--- src/rtl/cpu_sequencer.sv ---
// cpu_sequencer: multi-cycle fetch/decode/execute/memory/write-back control unit.
// It owns pc, ir and the retired-instruction count, and handshakes with memory through mem_req/mem_ready.
module cpu_sequencer (
    input  logic        i_clk,
    input  logic        i_reset,
    input  logic        i_run,
    input  logic [31:0] i_instr,
    input  logic        i_mem_ready,
    output logic [7:0]  o_pc,
    output logic [31:0] o_ir,
    output logic [3:0]  o_reg_dest,
    output logic        o_reg_we,
    output logic        o_wb_sel,
    output logic        o_mem_req,
    output logic [1:0]  o_rw,
    output logic        o_addr_sel,
    output logic        o_halted,
    output logic [7:0]  o_retired
);
    localparam logic [3:0] OP_LDR  = 4'hA;
    localparam logic [3:0] OP_STR  = 4'hB;
    localparam logic [3:0] OP_HALT = 4'hF;

    typedef enum logic [2:0] {S_IDLE, S_FETCH, S_DECODE, S_EXEC, S_MEM, S_WB, S_HALT} state_t;

    state_t      r_state, w_next;
    logic [7:0]  r_pc, r_retired;
    logic [31:0] r_ir;
    logic        w_ldr, w_str, w_retire;

    assign w_ldr = r_ir[27:24] == OP_LDR;
    assign w_str = r_ir[27:24] == OP_STR;

    always_comb begin
        w_next   = r_state;
        w_retire = 1'b0;
        case (r_state)
            S_IDLE:   w_next = i_run ? S_FETCH : S_IDLE;
            S_FETCH:  w_next = i_mem_ready ? S_DECODE : S_FETCH;
            S_DECODE: w_next = (r_ir[27:24] == OP_HALT) ? S_HALT : (w_ldr || w_str) ? S_MEM : S_EXEC;
            S_EXEC:   w_next = S_WB;
            S_MEM: begin
                w_retire = i_mem_ready && w_str;
                w_next   = !i_mem_ready ? S_MEM : !w_str ? S_WB : i_run ? S_FETCH : S_IDLE;
            end
            S_WB: begin
                w_retire = 1'b1;
                w_next   = i_run ? S_FETCH : S_IDLE;
            end
            S_HALT:   w_next = S_HALT;
            default:  w_next = S_IDLE;
        endcase
    end

    always_ff @(posedge i_clk) begin
        if (i_reset) begin
            r_state   <= S_IDLE;
            r_pc      <= 8'd0;
            r_ir      <= 32'd0;
            r_retired <= 8'd0;
        end else begin
            r_state <= w_next;
            if (r_state == S_FETCH && i_mem_ready)
                r_ir <= i_instr;
            if (w_retire) begin
                r_pc      <= r_pc + 8'd1;
                r_retired <= r_retired + 8'd1;
            end
        end
    end

    // Moore outputs: everything decodes from the registered state and latched opcode
    assign o_pc       = r_pc;
    assign o_ir       = r_ir;
    assign o_retired  = r_retired;
    assign o_reg_dest = r_ir[22:19];
    assign o_reg_we   = r_state == S_WB;
    assign o_wb_sel   = (r_state == S_WB) && w_ldr;
    assign o_mem_req  = (r_state == S_FETCH) || (r_state == S_MEM);
    assign o_addr_sel = r_state == S_MEM;
    assign o_halted   = r_state == S_HALT;
    assign o_rw       = (r_state == S_FETCH) ? 2'b01 : (r_state == S_MEM) ? (w_str ? 2'b10 : 2'b01) : 2'b00;
endmodule

--- config.mk ---
export PLATFORM = sky130hd
export DESIGN_NAME = cpu_sequencer
export DESIGN_NICKNAME = d
export VERILOG_FILES = /design/src/rtl/cpu_sequencer.sv
export SDC_FILE = /design/constraint.sdc
export NUM_CORES = 1
export LEC_CHECK = 0
export CELL_PAD_IN_SITES_DETAIL_PLACEMENT = 1
export CELL_PAD_IN_SITES_GLOBAL_PLACEMENT = 1
export CORE_MARGIN = 10
export CORE_UTILIZATION = 30
export DETAILED_ROUTE_END_ITERATION = 16
export PLACE_DENSITY_LB_ADDON = 0.1
export RECOVER_POWER = 100
export SYNTH_ARGS = -nofsm -noshare
export SYNTH_HDL_FRONTEND = slang
export SYNTH_SLANG_ARGS = --single-unit
--- constraint.sdc ---
create_clock -name i_clk -period 2 [get_ports i_clk]
set_clock_uncertainty 0.05 [all_clocks]
set_input_delay 0.3 -clock i_clk [delete_from_list [all_inputs] [get_ports i_clk]]
set_output_delay 0.3 -clock i_clk [all_outputs]
set_load 0.02 [all_outputs]
==> qor.txt, run 1 <==
post-DP HPWL - 5280 um
DR vias/cell - 4.78
Pwr Density - 611 mW/mm^2
flops & latches, synth - 51
met3 global-route usage - 0.0536
min Tclk post-route - 1.84 ns
Fill cells - 872
post-route worst setup slack - 0.159 ns
vias - 2180
CP Data Arrival Time - 1.49 ns
r2r startpoint - r_state[1]$_SDFF_PP0_
initial DRC count - 53
Max FO, Critical Path - 3
headroom to the max-slew limit - 0.640
final total power - 0.00200 W
crit path capture type - output port
CP cell instances - clkbuf_1 > clkdlybuf4s50_1
# DRC - 0
total global routing overflow - 0
full die area - 0.0111 mm^2
Syn Area/Cell - 8.25 um^2
Num CTS Buffers - 5
Flop pwr share - 0.540
Netlist Area Pre-Place - 0.00219 mm^2
async set-or-reset flop fraction in the synthesized netlist - 0
area of the multi-input gates - 0.00101 mm^2
Final Cycle Share - 0.921
mean routed wirelength per cell - 15.5 um
# setup viols final - 0
Worst path slowest cell - clkdlybuf4s50_1
Endpoint, Worst Hold - o_retired[1]$_SDFFE_PP0P_
Final Non-Filler Cells - 456
n_diodes - 0
LEAKAGE - 1.35 nW
CP max stage delay - 0.63 ns
Starting Density - 0.306
Min Hold Slack - 0.377 ns
num rows - 31
CTS Root Cell - clkbuf_8
Fmax - 543 MHz
clk slew on worst S/H paths - 0.09 ns
Pint - 0.00149 W
Worst-Skew Late Latency - 0.29 ns
unrepaired setup endpoints after global routing - false
DP Cell Count - 449
Hold Fails Final Rpt - 0
core area - 0.00718 mm^2
vias in the first global route - 2300
die width - 106 um
register area - 0.00103 mm^2
Psw - 0.000515 W
clock sink total - 51
Die H - 106 um
GRT Overall Usage - 0.125
antenna viol nets, final - 0
logic gate share of total power - 0.168
met1 GRT Util - 0.148
io pins - 95
Worst EP required - 1.65 ns
Place WS - -0.0745 ns
maximum vdd drop - 0.383 mV
nets - 395
number of synthesized flops with an enable pin - 0
post-route cell area - 0.00328 mm^2
Hold Path Class - input port to flip-flop
sequential-to-total area share from yosys stat - 0.465
first-pass GRT wire length - 11700 um
synthesis-to-layout area growth - 49.5%
layer with the highest usage - met2
status - finished, final reports clean
Setup Buffers After CTS - 0
number of port buffers - 94
fraction of layout cells with a size suffix above 1 - 0.0812
Syn Inst Count - 266
gpl congestion - 0.770
post-synthesis cell type count - 40
initial antenna violation count - 0
count of pins over their slew limit - 0
worst reg2reg path depth - 5
r2r setup slk - 0.17 ns
Worst Max-Slew Pin Slew - 0.540 ns
yosys warns - 0
Net Sw Frac - 0.257
pin count of the biggest net entering global routing - 31
DRT Pass-1 Iters - 4
placed inst area - 0.00323 mm^2
Clock power frac - 0.292
Worst Hold Launch - i_reset
startpoint types - flip-flop
Hold Path Depth - 2
grt met2 use - 0.204
Mapped Nets - 304
H-Tree Depth - 2
Clock Path Buffers - 2
crit path kind - flip-flop to output port
Worst R2R End - o_pc[5]$_SDFFE_PP0P_
max cap viols - 0
final WL - 7070 um
CTS tree - yes
Top FF cell, synth - dfxtp_1
how the worst max path moves through the flow:
stage	startpoint	to	slack, ns	cells past startpoint
finish	o_ir[25]$_SDFFE_PP0P_	o_ir[25]	0.16	2
global route	r_state[1]$_SDFF_PP0_	o_pc[5]$_SDFFE_PP0P_	0.08	5
CTS	r_state[0]$_SDFF_PP0_	o_addr_sel	0.04	3
detailed placement	i_mem_ready	o_pc[7]$_SDFFE_PP0P_	-0.07	5
global placement	i_mem_ready	o_pc[7]$_SDFFE_PP0P_	-0.04	5
floorplan	o_ir[25]$_SDFFE_PP0P_	o_wb_sel	0.31	2
worst max-delay path: cells and delay by family (launching register included):
family | cells | cell delay [ns]
DFF | 1 | 0.40
buffers and inverters | 2 | 0.79
synthesized netlist by cell type, drive strengths merged (2+ instances only):
master / number / area share
dlygate4sd1: 2 / 0.0080
buf: 13 / 0.040
or3: 9 / 0.029
nor3: 2 / 0.0046
nand2: 71 / 0.12
o21ai: 10 / 0.023
mux2i: 2 / 0.0091
clkbuf: 6 / 0.012
or4: 2 / 0.0068
nand3: 6 / 0.014
inv: 5 / 0.0086
a21oi: 47 / 0.11
o31ai: 3 / 0.010
nor2: 10 / 0.017
xor2: 2 / 0.0080
nor2b: 3 / 0.0086
dfxtp: 51 / 0.47
ha: 2 / 0.011
and4: 2 / 0.0080
nand4: 2 / 0.0057
o21a: 2 / 0.010
repair_timing:
action                     in CTS  in global routing
resized for setup              11                  1
hold buffers                    0                  0
setup endpoints to repair       7                  1
metal layers:
layer / vias to the layer above / wire, um
met5: - / 0
met4: 0 / 80
met3: 7 / 580
li1: 1078 / -
met2: 62 / 3320
met1: 1033 / 3080
state kept, by name, indices dropped and copies added (netlist names):
name,count
r_state,3
o_ir,32
o_pc,8
o_retired,8
area by class of cell:
type,instances,share of cell area
timing repair buffer,105,0.309
multi-input combinational,189,0.309
clock inverter,1,0.00153
tap,99,0.0378
sequential,51,0.313
clock buffer,6,0.0252
inverter,5,0.00572
power groups by stage:
stage | clock [W] | combinational (W) | sequential [W]
final | 0.000585 | 0.000337 | 0.00108
after global routing | 0.000672 | 0.000367 | 0.00109
after CTS | 0.000620 | 0.000363 | 0.00108
after detailed placement | 0 | 0.000364 | 0.00111
after global placement | 0 | 0.000360 | 0.00111
after floorplan | 0 | 0.000138 | 0.00114
kinds of logic (layout without fill, tap and decap cells):
kind of cell	after synthesis	after routing	share of synthesized area
muxes	3	3	0.0143
buffers and inverters	26	117	0.0690
and+or+nand+nor	115	115	0.263
DFF	51	51	0.465
xor gates and xnor gates	2	2	0.00798
adders and majority gates	2	2	0.0114
AOI/OAI and AO/OA	67	67	0.169
metrics by stage:
step / utilization / setup TNS (ns)
floorplan: - / 0
global placement: 0.450 / -0.0825
detailed placement: 0.450 / -0.243
CTS: 0.462 / 0
global route: 0.457 / 0
finish: 0.457 / 0
placed cells by master, fill, tap and decap left out, types with 3 or more instances in the layout:
cell type and instances:
nand2_1 71, dlygate4sd3_1 51, a21oi_1 47, dfxtp_1 47, clkdlybuf4s50_1 35, nor2_1 10
o21ai_0 10, nand3_1 6, clkbuf_8 6, dlygate4sd2_1 6, inv_1 5, or3_2 5
clkbuf_1 5, or3_1 4, dfxtp_2 4, buf_4 4, o31ai_1 3
No activity file was read; power rests on OpenSTA's default activity.
==> run 2: changes to the inputs <==
--- a/config.mk
+++ b/config.mk
@@ -5,6 +5,7 @@
 export SDC_FILE = /design/constraint.sdc
 export NUM_CORES = 1
 export LEC_CHECK = 0
+export CAP_MARGIN = 20
 export CELL_PAD_IN_SITES_DETAIL_PLACEMENT = 1
 export CELL_PAD_IN_SITES_GLOBAL_PLACEMENT = 1
 export CORE_MARGIN = 10
==> results of run 2 <==
No change in the layout: final DEF, timing and power equal those of run 1.
